[src/rtl/axi_w_responder.sv]
// -----------------------------------------------------------------------------
// axi_w_responder
//
// Receive side of an AXI4 write-data / write-response link. Beats accepted on
// the W channel are queued in a DEPTH-entry FIFO and presented to a local
// consumer. Each beat the consumer takes earns one B-channel response, and
// responses are returned in acceptance order. W-channel credit is released only
// when a response completes. This keeps the number of accepted but unanswered
// beats at or below DEPTH.
//
// Optional feature (macro AXI_W_RESP_ERR_EN):
//   Adds the recv_err input. The flag is captured on every pop into a
//   DEPTH-entry error FIFO. Each response then carries SLVERR (2'b10) when its
//   captured bit is set, and OKAY (2'b00) otherwise. Without the macro, bresp
//   is always OKAY.
//
// Parameters:
//   DEPTH      FIFO entries and maximum number of outstanding beats
//              (power of two, >= 2)
//   DATA_W     W data width
//
// Ports:
//   clk        clock; all logic is on its rising edge
//   rst        synchronous active-high reset
//   wdata      W channel data
//   wvalid     W channel valid
//   wready     W channel ready; depends on registers and rst only
//   bresp      B channel response
//   bvalid     B channel valid
//   bready     B channel ready
//   recv_data  head-of-FIFO data to the consumer
//   recv_valid recv_data is valid
//   recv_ready consumer takes the head beat
//   recv_err   error flag for the beat being popped (AXI_W_RESP_ERR_EN only)
// -----------------------------------------------------------------------------
module axi_w_responder #(
    parameter int DEPTH  = 4,
    parameter int DATA_W = 32
) (
    input  logic              clk,
    input  logic              rst,
    input  logic [DATA_W-1:0] wdata,
    input  logic              wvalid,
    output logic              wready,
    output logic [1:0]        bresp,
    output logic              bvalid,
    input  logic              bready,
    output logic [DATA_W-1:0] recv_data,
    output logic              recv_valid,
    input  logic              recv_ready
`ifdef AXI_W_RESP_ERR_EN
    ,
    input  logic              recv_err
`endif
);

    localparam int AW = $clog2(DEPTH);
    localparam int CW = AW + 1;
    localparam logic [CW:0] DEPTH_C = (CW+1)'(DEPTH);

    typedef enum logic {B_IDLE, B_RESP} b_state_t;

    logic [DATA_W-1:0] mem [DEPTH];
    logic [AW-1:0]     wr_ptr_reg, rd_ptr_reg;
    logic [CW-1:0]     occ_reg, occ_next;
    logic [CW-1:0]     pend_reg, pend_next;
    logic [CW:0]       outstanding;
    logic [DATA_W-1:0] recv_data_reg, recv_data_next;
    b_state_t          b_state_reg, b_state_next;
    logic              push, pop, cmpl;

    assign push = wvalid && wready;
    assign pop  = recv_valid && recv_ready;
    assign cmpl = bvalid && bready;

    // Credit counts beats still in the FIFO plus responses still owed.
    assign outstanding = {1'b0, occ_reg} + {1'b0, pend_reg};
    assign wready      = (outstanding < DEPTH_C) && !rst;

    assign recv_valid = (occ_reg != '0);
    assign recv_data  = recv_data_reg;

    assign occ_next  = occ_reg + CW'(push) - CW'(pop);
    assign pend_next = pend_reg + CW'(pop) - CW'(cmpl);

    // Every accepted beat is stored in the RAM, including the one that is
    // currently mirrored in the head register.
    always_ff @(posedge clk) begin
        if (push) begin
            mem[wr_ptr_reg] <= wdata;
        end
    end

    // Head register: load the entry that becomes the head after this cycle.
    // If the FIFO holds one beat and it is being popped while a new beat
    // arrives, the new beat goes straight to the head.
    always_comb begin
        recv_data_next = recv_data_reg;
        if (pop) begin
            if (occ_reg > CW'(1)) begin
                recv_data_next = mem[rd_ptr_reg + 1'b1];
            end else if (push) begin
                recv_data_next = wdata;
            end
        end else if ((occ_reg == '0) && push) begin
            recv_data_next = wdata;
        end
    end

    always_ff @(posedge clk) begin
        if (rst) begin
            wr_ptr_reg    <= '0;
            rd_ptr_reg    <= '0;
            occ_reg       <= '0;
            pend_reg      <= '0;
            recv_data_reg <= '0;
        end else begin
            if (push) begin
                wr_ptr_reg <= wr_ptr_reg + 1'b1;
            end
            if (pop) begin
                rd_ptr_reg <= rd_ptr_reg + 1'b1;
            end
            occ_reg       <= occ_next;
            pend_reg      <= pend_next;
            recv_data_reg <= recv_data_next;
        end
    end

    // B-channel FSM: state register
    always_ff @(posedge clk) begin
        if (rst) begin
            b_state_reg <= B_IDLE;
        end else begin
            b_state_reg <= b_state_next;
        end
    end

    // B-channel FSM: next state
    always_comb begin
        b_state_next = b_state_reg;
        case (b_state_reg)
            B_IDLE: begin
                if ((pend_reg != '0) || pop) begin
                    b_state_next = B_RESP;
                end
            end
            B_RESP: begin
                // Stay busy when a pop in the same cycle refills the owed count.
                if (cmpl && (pend_next == '0)) begin
                    b_state_next = B_IDLE;
                end
            end
            default: b_state_next = B_IDLE;
        endcase
    end

`ifdef AXI_W_RESP_ERR_EN
    logic [DEPTH-1:0] err_bits_reg, err_bits_next;
    logic [AW-1:0]    err_wr_ptr_reg, err_rd_ptr_reg;

    // Error flags follow the same order as pops, so the read side only
    // advances on completions.
    for (genvar gi = 0; gi < DEPTH; gi++) begin : g_err_slot
        assign err_bits_next[gi] = (pop && (err_wr_ptr_reg == AW'(gi))) ?
                                   recv_err : err_bits_reg[gi];
    end

    always_ff @(posedge clk) begin
        if (rst) begin
            err_bits_reg   <= '0;
            err_wr_ptr_reg <= '0;
            err_rd_ptr_reg <= '0;
        end else begin
            err_bits_reg <= err_bits_next;
            if (pop) begin
                err_wr_ptr_reg <= err_wr_ptr_reg + 1'b1;
            end
            if (cmpl) begin
                err_rd_ptr_reg <= err_rd_ptr_reg + 1'b1;
            end
        end
    end

    // B-channel FSM: outputs
    always_comb begin
        bvalid = (b_state_reg == B_RESP);
        bresp  = 2'b00;
        if (bvalid && err_bits_reg[err_rd_ptr_reg]) begin
            bresp = 2'b10;
        end
    end
`else
    // B-channel FSM: outputs
    always_comb begin
        bvalid = (b_state_reg == B_RESP);
        bresp  = 2'b00;
    end
`endif

endmodule

[config.mk]
export PLATFORM = sky130hd
export DESIGN_NAME = axi_w_responder
export DESIGN_NICKNAME = d
export VERILOG_FILES = /design/src/rtl/axi_w_responder.sv
export SDC_FILE = /design/constraint.sdc
export NUM_CORES = 1
export LEC_CHECK = 0
export CORE_AREA = 4 4 182 184
export DETAILED_ROUTE_END_ITERATION = 8
export DIE_AREA = 0 0 186 188
export SYNTH_ARGS = -nofsm -noshare
export SYNTH_HDL_FRONTEND = slang
export SYNTH_SLANG_ARGS = --single-unit
[constraint.sdc]
create_clock -name clk -period 3.1 [get_ports clk]
set_input_delay 0.62 -clock clk [delete_from_list [all_inputs] [get_ports clk]]
set_output_delay 0.62 -clock clk [all_outputs]
set_load 0.03 [all_outputs]
# Word-level counts from Yosys, hierarchy flattened
# Memory sizes are Yosys's and may differ from the RTL's.
# Index checks and enable logic that the tools add are counted.
# totals
register_bits	43
ram_bits	128
inputBits	37
word_cells	41
memories	1
# op_classes
addsub	7
n_lt_le_gt_ge	2
n_eq_ne	1
mux	9
bitwise	1
reduce_logical	14
# mem_list
memory	words	width	read_ports	rd_ports_with_merged_regs	wr	line	text
mem	4	32	1	0	1	63	logic [DATA_W-1:0] mem [DEPTH];
# ops
operator	count
32-bit 2-to-1 mux	4
3-bit by 1-bit adder with 3-bit output	2
1-bit logical AND	6
3-bit logical NOT	2
3-bit nonzero test	2
3-bit by 1-bit subtractor with 3-bit output	2
2-bit by 1-bit adder with 2-bit output, second input constant	2
3-bit by 3-bit adder with 4-bit output	1
4-bit by 3-bit less-than comparator with 1-bit output, second input constant	1
1-bit 2-to-1 mux	4
3-bit by 1-bit greater-than comparator with 1-bit output, second input constant	1
3-bit by 2-bit != test with 1-bit output, second input constant	1
1-bit one-hot mux with 2 select lines	1
2-bit AND reduction	1
2-bit nonzero test	1
1-bit logical NOT	1
1-bit logical OR	1
1-bit inverter	1

# Logic depth before layout (Yosys ltp)
# Gate-level depths: netlist of run 1.
# depth
depth_word	8
ltp_mapped	10

# Worst setup path after synthesis of run 1
# OpenSTA, ideal clock, no wires.
# synth_path
path_kind	input to register
from	in rst
to	mem mem[0][0], enable pin
setup_time_ns	0.392
arrival_time_ns	2.315
slack_ns	0.393
path_stages	4
cell_sequence	buf_6 -> nor4_4 -> and2_1 -> and3_1
# synth_via
elab_chain_len	5
# synth_lines
item	line	text
start: declaration	41	input logic rst,
1-bit logical NOT	78	assign wready = (outstanding < DEPTH_C) && !rst;
1-bit logical AND	78	
net wready	44	output logic wready,
1-bit logical AND	72	assign push = wvalid && wready;
1-bit 2-to-1 mux	89	if (push) begin
1-bit 2-to-1 mux (implied by the code)	90	mem[wr_ptr_reg] <= wdata;
end: declaration	63	
# The timed path passes the listed nets, and every way through them passes these cells.

# Final worst setup path of run 1
# layout_path
from	reg occ_reg[2]
to	out wready
# layout_via
elab_chain_len	3
# layout_lines
item	line	text
start: declaration	65	logic [CW-1:0] occ_reg, occ_next;
start signal: assignment	124	occ_reg <= occ_next;
3-bit by 3-bit adder with 4-bit output	77	assign outstanding = {1'b0, occ_reg} + {1'b0, pend_reg};
4-bit by 3-bit less-than comparator with 1-bit output	78	
1-bit logical AND	78	
end: declaration	44	
# No other way between the ends.

==> impl_metrics.ini, run 1 <==
[floorplanning]
die_w_microns = 186
fp.dieH_microns = 188
rows = 65
die_area_sq_um = 35000
core_area_sq_um = 31400
ioPinCount = 74
start_util = 0.227

[final_layout]
largest_register_ffs = 128
area_growth_pct = 25.2
layout-drive-gt1-share = 0.244
nets = 563

[global_routing]
grt_pass1_wl_microns = 26000
antenna_found_initial = 3
grt-ovfl-total = 0
track_usage = 0.0984
grt_max_degree = 44
grt_pass1_vias = 4229

[yosys]
ys_ff_latch = 171
async_flop_share = 0
synth-edff-count = 128
synth_ff_type = edfxtp_1
synth_area_per_cell_sq_um = 16.6
syn_inst = 431
synthesis.area_sq_um = 7140
synth_cell_type_count = 35
seq_area_frac_synth = 0.659
yosysWarningCount = 0

[cts]
cts-resized-gates = 1
cts-htree-levels = 4
clk_latency_ps = 420
numCtsBuffers = 17
clockRootBuffer = clkbuf_16
path_clk_slew_ps = 70
clockBufferDepth = 2
hold_buffers = 0
cts_tree = built
numClockSinks = 171
postCtsSetupBuffers = 0

[sta]
hold_viol_final = 0
slew_headroom = 0.518
drv_slew = 0
tightest_slew_ps = 723
period_share = 0.902
rsz0062_at_grt = false
setup_tns_ps = 0
fmax_mhz = 358
clock_skew_ps = 11.1
finalSetupViolCount = 0
fin_crit_ps = 2800

[setup_path]
cp_data_arrival_time_ps = 2180
critPathLaunchType = register
path_max_fanout = 6
r2r_slack_ps = 570
path_class = reg -> out
critPathCaptureType = primary output
crit_required_ps = 2480

[placement]
gp_congestion = 0.663
portBuffers = 71
dp_hpwl_microns = 10800

[detailed_routing]
wl_microns = 16800
routed_via_density = 4.39
wl_per_cell_microns = 18.2
via_count = 4067
drt-pass1-iter-count = 6
first_iter_violations = 233
drc = 0
ant_nets = 0

[power]
peakVddDrop_mv = 0.502
power_mw = 7.95
power_leakage_nw = 2.95
pwr_density_cell_nw_per_um2 = 889

[status]
outcome = completed

[min_path]
min_path_type = reg -> reg

[flow_run]
drv_cap = 0
report_power, final:
| part | switching (mW) | leakage, nW | internal (mW) |
|---|---|---|---|
| clock network | 0.964 | 0.279 | 1.06 |
| logic | 1.64 | 1.16 | 1.20 |
| registers | 0.265 | 1.51 | 2.82 |
final timing paths:
kind | start | end | cells after the start
min reg2reg | recv_data[25] | recv_data[25] | 2
max | occ_reg[2] | wready | 4
min | recv_data[25] | recv_data[25] | 2
max reg2reg | occ_reg[2] | recv_data[17] | 8
synthesized netlist by cell type (3+ instances only):
cell type    n  area, sq um
edfxtp_1   128         3840
dfxtp_1     43          861
inv_1       42          158
nand2_1     34          128
a311oi_1    32          280
mux4_2      32          721
a221oi_2    30          450
clkbuf_1    24         90.1
ha_1        13          163
nor2_1       8         30.0
and3_1       4         25.0
buf_2        4         20.0
xnor2_1      4         35.0
a221oi_1     3         26.3
buf_12       3         60.1
stage by stage:
stage / hold slack [ps] / worst slack, ps / util / area, sq um / cells
5_1_grt: 480 / 145 / 0.285 / 8940 / 927
2_1_floorplan: 518 / 393 / - / 7140 / 432
4_1_cts: 464 / 266 / 0.285 / 8940 / 926
3_5_place_dp: 454 / 244 / 0.267 / 8390 / 894
3_3_place_gp: 448 / 268 / 0.267 / 8390 / 894
6_report: 461 / 305 / 0.285 / 8940 / 927
area by class of cell:
type / instances / area, sq um
clock buffer: 17 / 425
timing repair buffer: 95 / 922
antenna: 1 / 2.50
fill: 3152 / 22500
sequential: 171 / 4710
inverter: 42 / 158
clock inverter: 15 / 129
tap: 402 / 503
multi-input combinational: 184 / 2100
per-layer routing:
layer  vias to the layer above  global-route usage  share of wire
met2                       101               0.158           0.49
met5                         -                   0         0.0017
met1                      2090               0.129           0.44
met3                        17              0.0320          0.057
li1                       1855                   -              -
met4                         4              0.0244          0.010
critical path: stages, from the launching register on:
cell and delay (ps):
dfxtp_1 440, ha_1 290, nor4_4 310, and2_1 280, dlygate4sd2_1 430
placed cells by master (no fill, tap or decap), drive strengths merged, types with 2 or more instances in the layout:
cell type      instances
xor2                   2
a311oi                32
and2                   2
nor4                   2
and3                   4
clkdlybuf4s50         69
conb                   2
clkinv                 4
xnor2                  4
a221oi                33
fa                     2
clkbuf                17
ha                    13
nand2                 34
dfxtp                 43
nor2                   8
nor2b                  2
edfxtp               128
inv                   53
nand3                  2
mux4                  32
buf                   25
kinds of logic (layout without fill, tap and decap cells):
family	Yosys count	in the layout	synth area share
AO/OA/AOI/OAI	70	70	0.113
flip-flops	171	171	0.659
XOR/XNOR	6	6	0.00736
buffers and inverters	77	169	0.0512
other	1	3	0.000525
multiplexers	33	33	0.102
adder cells (fa/ha/maj)	15	15	0.0284
AND/OR/NAND/NOR	58	58	0.0384
Note: power is estimated with default switching activity, not from simulation.
==> inputs of run 2 (changes only) <==
Settings changed: MAX_ROUTING_LAYER set to met4.
==> impl_metrics.ini, run 2 (synthesized netlist as in run 1, its figures left out) <==
[global_routing]
track_usage = 0.102
antenna_found_initial = 3
grt_max_degree = 44
grt_pass1_vias = 4224
grt_pass1_wl_microns = 26100
grt-ovfl-total = 0

[floorplanning]
start_util = 0.227
die_w_microns = 186
fp.dieH_microns = 188
core_area_sq_um = 31400
die_area_sq_um = 35000
rows = 65
ioPinCount = 74

[detailed_routing]
first_iter_violations = 252
via_count = 4042
ant_nets = 0
wl_microns = 16800
wl_per_cell_microns = 18.1
drt-pass1-iter-count = 6
drc = 0
routed_via_density = 4.35

[sta]
slew_headroom = 0.509
fin_crit_ps = 2790
period_share = 0.900
finalSetupViolCount = 0
setup_tns_ps = 0
drv_slew = 0
hold_viol_final = 0
clock_skew_ps = 10.1
rsz0062_at_grt = false
fmax_mhz = 358
tightest_slew_ps = 736

[setup_path]
crit_required_ps = 2480
reg2reg_from = occ_reg[2]
critPathCaptureType = primary output
critPathLaunchType = register
path_max_fanout = 6
cp_data_arrival_time_ps = 2170
path_class = reg -> out
setup.worst_path.start = occ_reg[2]

[final_layout]
area_growth_pct = 25.3
final_common_cell = edfxtp_1
layout-drive-gt1-share = 0.244
num-fill-cells = 3153
stdcell_area_sq_um = 8950
largest_register_ffs = 128
final_cell_mix = 128 x edfxtp_1, 69 x clkdlybuf4s50_1, 42 x inv_1
nets = 563

[placement]
gp_congestion = 0.669
dp_hpwl_microns = 10800
portBuffers = 71
place_area_sq_um = 8390

[min_path]
min_path_type = reg -> reg
hold_path.startpoint = recv_data[25]

[cts]
clockRootBuffer = clkbuf_16
cts_tree = built
numCtsBuffers = 17
cts-htree-levels = 4
path_clk_slew_ps = 70
hold_buffers = 0
clockBufferDepth = 2
numClockSinks = 171
clk_latency_ps = 430

[flow_run]
drv_cap = 0

[power]
power_leakage_nw = 2.95
pwr_density_cell_nw_per_um2 = 888
peakVddDrop_mv = 0.508

[status]
outcome = completed
==> run 2: worst max-delay path, cell delays in order (launching register included) <==
cell           delay (ps)
dfxtp_1               430
ha_1                  290
nor4_4                310
and2_1                280
dlygate4sd2_1         430
==> run 2: per-stage QoR <==
stage	std cells	utilization	setup WS [ps]	total power [mW]	hold slack [ps]
floorplan	432	-	393	5.00	518
global placement	894	0.267	268	6.01	448
detailed placement	894	0.267	244	6.04	454
CTS	926	0.285	266	8.07	464
global route	929	0.285	145	8.40	480
finish	929	0.285	310	7.95	461
==> run 2: layer usage <==
layer  wire [microns]  GRT usage  share of wire
met1             7570      0.131           0.45
met2             8160      0.157           0.49
met3              904     0.0314          0.054
met4              157     0.0244         0.0093
met5                0          -              0
==> run 2: report_power, final <==
group	switching [mW]	total, mW	internal (mW)
clock network	0.965	2.03	1.06
logic	1.64	2.84	1.20
registers	0.266	3.08	2.82
==> run 2: repair_timing <==
action / CTS / global route
buffers inserted: 0 / 0
hold endpoints to repair: 0 / 0
endpoints found under the setup margin: 1 / 0
gates resized for setup: 1 / 0
==> run 2: final cells by class <==
cell class / count / area [sq um] / area share
antenna: 3 / 7.51 / 0.000839
timing repair buffer: 95 / 922 / 0.103
inverter: 42 / 158 / 0.0176
sequential: 171 / 4710 / 0.526
clock buffer: 17 / 425 / 0.0475
clock inverter: 15 / 129 / 0.0144
tap: 402 / 503 / 0.0562
multi-input combinational: 184 / 2100 / 0.234
==> run 2: worst paths after layout <==
kind	to	slack [ps]	depth (start not counted)
max	wready	310	4
min	recv_data[25]	460	2
min reg2reg	recv_data[25]	460	2
max reg2reg	recv_data[17]	590	8
